<file path="src/rtl/fp_operand_unpack_pkg.sv">
// fp_operand_unpack_pkg: shared FPU field widths, special encodings and operand classes.
package fp_operand_unpack_pkg;

    localparam int EXP_W    = 8;
    localparam int MAN_W    = 23;
    localparam int EXP_O_W  = EXP_W + 2;
    localparam int SH_W     = 5;
    localparam int BIAS     = 127;
    localparam int QNAN_BIT = 22;

    localparam logic [EXP_W-1:0] EXP_MAX = 8'hFF;

    typedef enum logic [2:0] {
        CLS_NORMAL,
        CLS_ZERO,
        CLS_DENORM,
        CLS_INF,
        CLS_QNAN,
        CLS_SNAN
    } cls_e;

endpackage

</file>
<file path="src/rtl/fp_operand_unpack_lzc23.sv">
// lzc23: combinational leading-zero count of a 23-bit field; all-zero input yields 23.
module lzc23 (
    input  logic [22:0] a_i,
    output logic [4:0]  cnt_o
);

    // Scan upward so the highest set bit writes last and wins.
    always_comb begin
        cnt_o = 5'd23;
        for (int i = 0; i < 23; i++)
            if (a_i[i]) cnt_o = 5'(22 - i);
    end

endmodule

</file>
<file path="src/rtl/fp_operand_unpack.sv">
// fp_operand_unpack: two-stage valid/ready pipeline that classifies an IEEE-754 single
// operand and pre-normalises denormals so the significand always carries a leading 1.
module fp_operand_unpack
    import fp_operand_unpack_pkg::*;
(
    input  logic                     CLK,
    input  logic                     RST,
    input  logic                     in_valid,
    output logic                     in_ready,
    input  logic [31:0]              in_word,
    output logic                     out_valid,
    input  logic                     out_ready,
    output logic                     out_sign,
    output logic [EXP_O_W-1:0]       out_exp,
    output logic [MAN_W:0]           out_sig,
    output logic [SH_W-1:0]          required_shift,
    output logic                     is_zero,
    output logic                     is_denorm,
    output logic                     is_inf,
    output logic                     is_qnan,
    output logic                     is_snan
);

    logic               s1_valid_q, s1_sign_q;
    logic [EXP_W-1:0]   s1_exp_q;
    logic [MAN_W-1:0]   s1_man_q;
    logic [SH_W-1:0]    s1_lz_q, lz_d;
    cls_e               s1_cls_q, cls_d, s2_cls_q;
    logic               s2_valid_q, s2_sign_q;
    logic [EXP_O_W-1:0] s2_exp_q, exp_d;
    logic [MAN_W:0]     s2_sig_q, sig_d;
    logic [SH_W-1:0]    s2_shift_q, shift_d, sh;
    logic [MAN_W-1:0]   shifted;
    logic [EXP_W-1:0]   e;
    logic [MAN_W-1:0]   m;
    logic               s1_load, s2_load, special;

    assign s2_load  = s1_valid_q && (!s2_valid_q || out_ready);
    assign in_ready = !s1_valid_q || s2_load;
    assign s1_load  = in_valid && in_ready;

    assign e = in_word[30:23];
    assign m = in_word[22:0];

    lzc23 u_lzc (.a_i(m), .cnt_o(lz_d));

    always_comb begin
        cls_d = CLS_NORMAL;
        if (e == EXP_MAX)
            cls_d = (m == '0) ? CLS_INF : (m[QNAN_BIT] ? CLS_QNAN : CLS_SNAN);
        else if (e == '0)
            cls_d = (m == '0) ? CLS_ZERO : CLS_DENORM;
    end

    // Shifting by lz+1 pushes the leading one out of the field into the hidden bit.
    assign sh      = s1_lz_q + 5'd1;
    assign shifted = s1_man_q << sh;
    assign special = s1_cls_q inside {CLS_INF, CLS_QNAN, CLS_SNAN};

    always_comb begin
        sig_d   = {1'b1, s1_man_q};
        exp_d   = EXP_O_W'(s1_exp_q);
        shift_d = '0;
        if (s1_cls_q == CLS_DENORM) begin
            sig_d   = {1'b1, shifted};
            exp_d   = EXP_O_W'(1) - EXP_O_W'(sh);
            shift_d = sh;
        end else if (special) begin
            sig_d = {1'b0, s1_man_q};
            exp_d = EXP_O_W'(EXP_MAX);
        end else if (s1_cls_q == CLS_ZERO) begin
            sig_d = '0;
            exp_d = '0;
        end
    end

    always_ff @(posedge CLK or negedge RST) begin
        if (!RST) begin
            s1_valid_q <= 1'b0;
            s1_sign_q  <= 1'b0;
            s1_exp_q   <= '0;
            s1_man_q   <= '0;
            s1_lz_q    <= '0;
            s1_cls_q   <= CLS_NORMAL;
            s2_valid_q <= 1'b0;
            s2_sign_q  <= 1'b0;
            s2_exp_q   <= '0;
            s2_sig_q   <= '0;
            s2_shift_q <= '0;
            s2_cls_q   <= CLS_NORMAL;
        end else begin
            if (s1_load) begin
                s1_sign_q <= in_word[31];
                s1_exp_q  <= e;
                s1_man_q  <= m;
                s1_lz_q   <= lz_d;
                s1_cls_q  <= cls_d;
            end
            s1_valid_q <= s1_load || (s1_valid_q && !s2_load);
            if (s2_load) begin
                s2_sign_q  <= s1_sign_q;
                s2_exp_q   <= exp_d;
                s2_sig_q   <= sig_d;
                s2_shift_q <= shift_d;
                s2_cls_q   <= s1_cls_q;
            end
            s2_valid_q <= s2_load || (s2_valid_q && !out_ready);
        end
    end

    assign out_valid      = s2_valid_q;
    assign out_sign       = s2_sign_q;
    assign out_exp        = s2_exp_q;
    assign out_sig        = s2_sig_q;
    assign required_shift = s2_shift_q;
    assign is_zero        = s2_cls_q == CLS_ZERO;
    assign is_denorm      = s2_cls_q == CLS_DENORM;
    assign is_inf         = s2_cls_q == CLS_INF;
    assign is_qnan        = s2_cls_q == CLS_QNAN;
    assign is_snan        = s2_cls_q == CLS_SNAN;

endmodule

</file>
<file path="config.mk">
export PLATFORM = sky130hd
export DESIGN_NAME = fp_operand_unpack
export DESIGN_NICKNAME = d
export VERILOG_FILES = /design/src/rtl/fp_operand_unpack_pkg.sv /design/src/rtl/fp_operand_unpack_lzc23.sv /design/src/rtl/fp_operand_unpack.sv
export SDC_FILE = /design/constraint.sdc
export NUM_CORES = 1
export LEC_CHECK = 0
export ABC_AREA = 1
export CAP_MARGIN = 25
export CORE_UTILIZATION = 30
export CTS_CLUSTER_DIAMETER = 200
export DETAILED_ROUTE_END_ITERATION = 7
export GPL_TIMING_DRIVEN = 0
export SYNTH_ARGS = -nofsm -noshare
export SYNTH_HDL_FRONTEND = slang
export SYNTH_SLANG_ARGS = --single-unit
</file>
<file path="constraint.sdc">
create_clock -name CLK -period 2.55 [get_ports CLK]
set_input_delay 0.51 -clock CLK [delete_from_list [all_inputs] [get_ports CLK]]
set_output_delay 0.51 -clock CLK [all_outputs]
set_load 0.01 [all_outputs]
</file>
# Word-level counts from Yosys, hierarchy flattened
# Cells that the tools add are included.
[totals]
word_cells = 76
ff_bits = 85
inputBits = 36
out_inout_bits = 47
[classes]
reduce_logical = 15
shifts = 1
muxes = 35
n_addsub = 2
eq_ne = 11
[op_table]
columns = ["op", "count"]
rows = [
  ["$mux W5", 17],
  ["$mux W24", 3],
  ["$logic_not A23 Y1", 1],
  ["$shl A23 B5 Y23", 1],
  ["$mux W3", 6],
  ["$mux W8", 2],
  ["$eq A3 B2 Y1 const B", 4],
  ["$eq A3 B3 Y1 const B", 4],
  ["$mux W10", 1],
  ["$eq A8 B8 Y1 const B", 1],
  ["$logic_not A8 Y1", 1],
  ["$mux W2", 4],
  ["$eq A3 B1 Y1 const B", 2],
  ["$sub A1 B5 Y6 const A", 1],
  ["$add A5 B1 Y5 const B", 1],
  ["$logic_and A1 B1 Y1", 4],
  ["$logic_not A1 Y1", 4],
  ["$logic_or A1 B1 Y1", 4],
  ["$reduce_bool A3 Y1", 1],
  ["$mux W1", 2],
]

# Depth between registers and ports, before layout
[depth]
word_depth = 23
ltp_mapped = 24
ltp_nobuf = 24

# Hierarchy
# A second synthesis with hierarchy kept.
[hier_totals]
hier_cells = 754
area_unflattened_um2 = 5111.2
[modules_own_cells]
columns = ["module", "cells_per_inst", "seq_area_each_um2", "area_each_um2", "instances"]
rows = [
  ["fp_operand_unpack", 687, 2102.0, 4788.3, 1],
  ["lzc23", 67, 0.0, 322.8, 1],
]

# Least setup slack after synthesis
# OpenSTA, ideal clock, no wires.
[synth_path]
kind = "reg2reg"
start = "register s1_lz_q[0]"
end = "register s2_sig_q[5], in the netlist out_sig[5]"
path_stages_with_launch = 12
synth_period_minus_slack_ns = 1.944
arrival_time_ns = 1.813
path_slack_ns = 0.606
required_ns = 2.419
path_buffers = 2
setup_time_ns = 0.131
cell_sequence = "dfrtp_1 > ha_1 > buf_2 > inv_1 > buf_2 > nand3_1 > o21ai_0 > nor2_1 > a31oi_1 > nor2_1 > a31oi_1 > o21ai_1"
[synth_between]
elab_chain_len = 3
[synth_lines]
columns = ["element", "line_no", "source"]
rows = [
  ["from (decl)", "fp_operand_unpack.sv:27", "logic [SH_W-1:0] s1_lz_q, lz_d;"],
  ["from (signal assigned)", "fp_operand_unpack.sv:96", "s1_lz_q <= lz_d;"],
  ["$add A5 B1 Y5", "fp_operand_unpack.sv:56", "assign sh = s1_lz_q + 5'd1;"],
  ["$shl A23 B5 Y23", "fp_operand_unpack.sv:57", "assign shifted = s1_man_q << sh;"],
  ["$mux W24", "fp_operand_unpack.sv:64", "if (s1_cls_q == CLS_DENORM) begin"],
  ["to (signal assigned)", "fp_operand_unpack.sv:103", "s2_sig_q <= sig_d;"],
  ["to (decl)", "fp_operand_unpack.sv:31", "logic [MAN_W:0] s2_sig_q, sig_d;"],
]
# Every way passes these cells.
# A chain may end at the register's enable or synchronous reset.

# Worst setup path in the final report
[layout_path]
start = "register s1_lz_q[0]"
end = "register s2_sig_q[20], in the netlist out_sig[20]"
# Same word-level chain as after synthesis.

==> results.json <==
{
  "status": "completed",
  "power_uw": 4540,
  "cp_cell_sequence": "ha_1 -> buf_2 -> inv_1 -> clkbuf_4 -> o21ai_0 -> o21ai_0 -> a21oi_1 -> a31oi_1 -> a22o_1",
  "drc": 0,
  "cp_slowest_cell": "dfrtp_1",
  "synth-seq-cells": 84,
  "yosysMostFrequentCell": "nand2_1",
  "slew_violations": 0,
  "fin_nets": 799,
  "p_per_area_nw_per_um2": 718,
  "grt_start_max_net_pins": 47,
  "cpMostUsedCell": "o21ai_0",
  "synth_fa_ha_area_share_pct": 0.515,
  "max_stage_delay_ps": 450,
  "root_buffer": "clkbuf_16",
  "drt_iter0_drc": 394,
  "cp.depth": 9,
  "antenna_found_initial": 0,
  "end_kind": "flip-flop",
  "synthToLayoutAreaGrowth_pct": 30.0,
  "start_util_pct": 30.7,
  "relSlewSlack_pct": 61.1,
  "synth_mux_area_share_pct": 1.03,
  "core-area_um2": 15800,
  "ys_warn_count": 0,
  "cts_tree": "built",
  "insertedDiodeCount": 0,
  "synth-compound-area-share_pct": 19.5,
  "synth.distinct_cells": 39,
  "fin_ws_ps": 86.5,
  "fin_worst_skew_ps": 5.54,
  "period_minus_slack_ps": 2460,
  "synthXorXnorAreaFrac_pct": 1.00,
  "cts_max_level": 3,
  "synth_commonest_cells": "nand2_1, o21ai_0, dfrtp_1, inv_1, nor2_1",
  "syn_inst": 667,
  "worstMarginPinSlew_ps": 584,
  "vias": 4875,
  "worstPathMaxFanout": 10,
  "rsz0062_at_grt": "no",
  "post-route-period-util_pct": 96.6,
  "ys_top_cells_by_area": "dfrtp_1, nand2_1, o21ai_0",
  "drt_first_pass_iters": 5,
  "dieArea_um2": 16700,
  "synth_edf_count": 0,
  "synth_top_family_by_area": "simple AND/OR/NAND/NOR gates",
  "groute.usage.overall_pct": 20.4,
  "cts_buffers": 9,
  "fin_tns_setup_ps": 0,
  "synth-simple-area-share_pct": 25.0,
  "drive_gt1_share_pct": 6.54,
  "wirelength_um": 16000,
  "die-width_um": 129,
  "syn_avg_cell_area_um2": 7.29,
  "grt-ovfl-total": 0,
  "setup_violations": 0,
  "fp.dieH_um": 129,
  "hp-class": "input pin to asynchronous set/reset pin",
  "critPathKind": "flip-flop to flip-flop",
  "yosysSeqAreaShare_pct": 43.2,
  "cp_top_family": "compound AO/OA/AOI/OAI gates",
  "grt_pass1_wl_um": 25600,
  "synth_fp_nets": 705,
  "grt_pass1_vias": 4652,
  "pre_cts_slack_ps": -23.0,
  "required_ps": 2790,
  "fmax_mhz": 406,
  "vdd_drop_max_uv": 357,
  "globalplace.congestion": 0.938,
  "hold_violations": 0,
  "post_synth_instance_area_um2": 4860,
  "drtAntennaViolNets": 0,
  "port_buffers": 82,
  "rows": 46,
  "synth.top_cell.area_share_pct": 43.2,
  "asyncSetResetFlopFracSynth_pct": 100,
  "ctsLongestPathBuffers": 2,
  "cp-start-kind": "flip-flop",
  "synth_top_cell_by_area": "dfrtp_1",
  "synth_flop_cell": "dfrtp_1",
  "clkLatencyLatePin_ps": 350,
  "stdcell_area_um2": 6320,
  "leakage_uw": 0.00284,
  "cts_sinks": 84,
  "wl_per_cell_um": 16.3,
  "path_buf_inv": 3,
  "ff2ff_path_depth": 9,
  "dpl.hpwl_um": 12600,
  "crit_arrival_ps": 2700,
  "place_area_um2": 5980,
  "clk_pin_slew_ps": 60,
  "via_per_inst": 4.97,
  "ios": 83,
  "cap_viol_max_count": 0
}
[per-layer routing]
layer  track usage, %  vias up  share of wire [%]
met5                0        -                  0
met4             7.61        0                2.2
met3             4.46       23                6.0
met2             30.8      161                 44
met1             28.5     2283                 47
li1                 -     2408                  -
[worst reg2reg max path, stage by stage, from the launching register on]
cell,delay (ps)
dfrtp_1,450
ha_1,310
buf_2,150
inv_1,130
clkbuf_4,210
o21ai_0,390
o21ai_0,210
a21oi_1,190
a31oi_1,120
a22o_1,200
[registers in the layout, summed over array words and instances, names as in the netlist, 3 cells and up]
signal,cells
s1_lz_q,5
out_sig,24
out_exp,9
s1_cls_q,3
required_shift,5
s1_exp_q,8
s2_cls_q,3
s1_man_q,23
[kinds of logic (layout without fill, tap and decap cells)]
family	count (synthesis)	in the layout
adders and majority gates	2	2
and+or+nand+nor	292	292
buffers and inverters	111	209
muxes	5	5
DFF	84	84
AOI/OAI and AO/OA	170	170
xor gates and xnor gates	3	3
[path summary, 6_finish.rpt]
| check | start | end | slack, ps |
|---|---|---|---|
| setup / recovery | s1_lz_q[0]$_DFFE_PN0P_ | out_sig[20]$_DFFE_PN0P_ | 90 |
| hold / removal | RST | s1_cls_q[0]$_DFFE_PN0P_ | 140 |
| setup reg to reg | s1_lz_q[0]$_DFFE_PN0P_ | out_sig[20]$_DFFE_PN0P_ | 90 |
| hold reg to reg | required_shift[4]$_DFFE_PN0P_ | required_shift[4]$_DFFE_PN0P_ | 480 |
| max in group asynchronous | RST | out_sig[4]$_DFFE_PN0P_ | 1810 |
| min in group CLK | required_shift[4]$_DFFE_PN0P_ | required_shift[4]$_DFFE_PN0P_ | 480 |
[cell usage in the layout, fill, tap and decap left out, types with 13 or more instances in the layout]
master	netlist	final
nor3_1	13	13
clkbuf_1	16	16
o21ai_1	15	15
o21ai_0	88	88
nand2_1	176	176
nor2_1	47	47
clkdlybuf4s50_1	0	81
nand3_1	44	44
a31oi_1	15	14
a21oi_1	25	25
inv_1	69	69
dfrtp_1	84	84
[final cells by class]
| class | count | area [um2] |
|---|---|---|
| clock buffer | 12 | 267 |
| clock inverter | 3 | 68.8 |
| fill | 1692 | 9510 |
| inverter | 76 | 285 |
| multi-input combinational | 472 | 2290 |
| buffer | 35 | 189 |
| tap | 216 | 270 |
| timing repair buffer | 83 | 846 |
| sequential | 84 | 2100 |
[where the power goes]
group          internal, uW  switching [uW]  leakage, uW
registers              1530             168      0.00103
logic                   578             795      0.00165
clock network           934             530     0.000165
[metrics by stage]
| step | hold WS [ps] | instances | utilization, % |
|---|---|---|---|
| floorplan | 214 | 667 | - |
| global route | 179 | 981 | 39.9 |
| detailed placement | 475 | 966 | 37.8 |
| global placement | 467 | 965 | 37.6 |
| finish | 137 | 981 | 39.9 |
| CTS | 152 | 981 | 39.9 |
[what timing repair did]
action	CTS	global route
endpoints found under the setup margin	0	3
hold buffers	0	0
buffers inserted	0	0
gates resized for setup	0	3
Note: power is estimated with default switching activity, not from simulation.
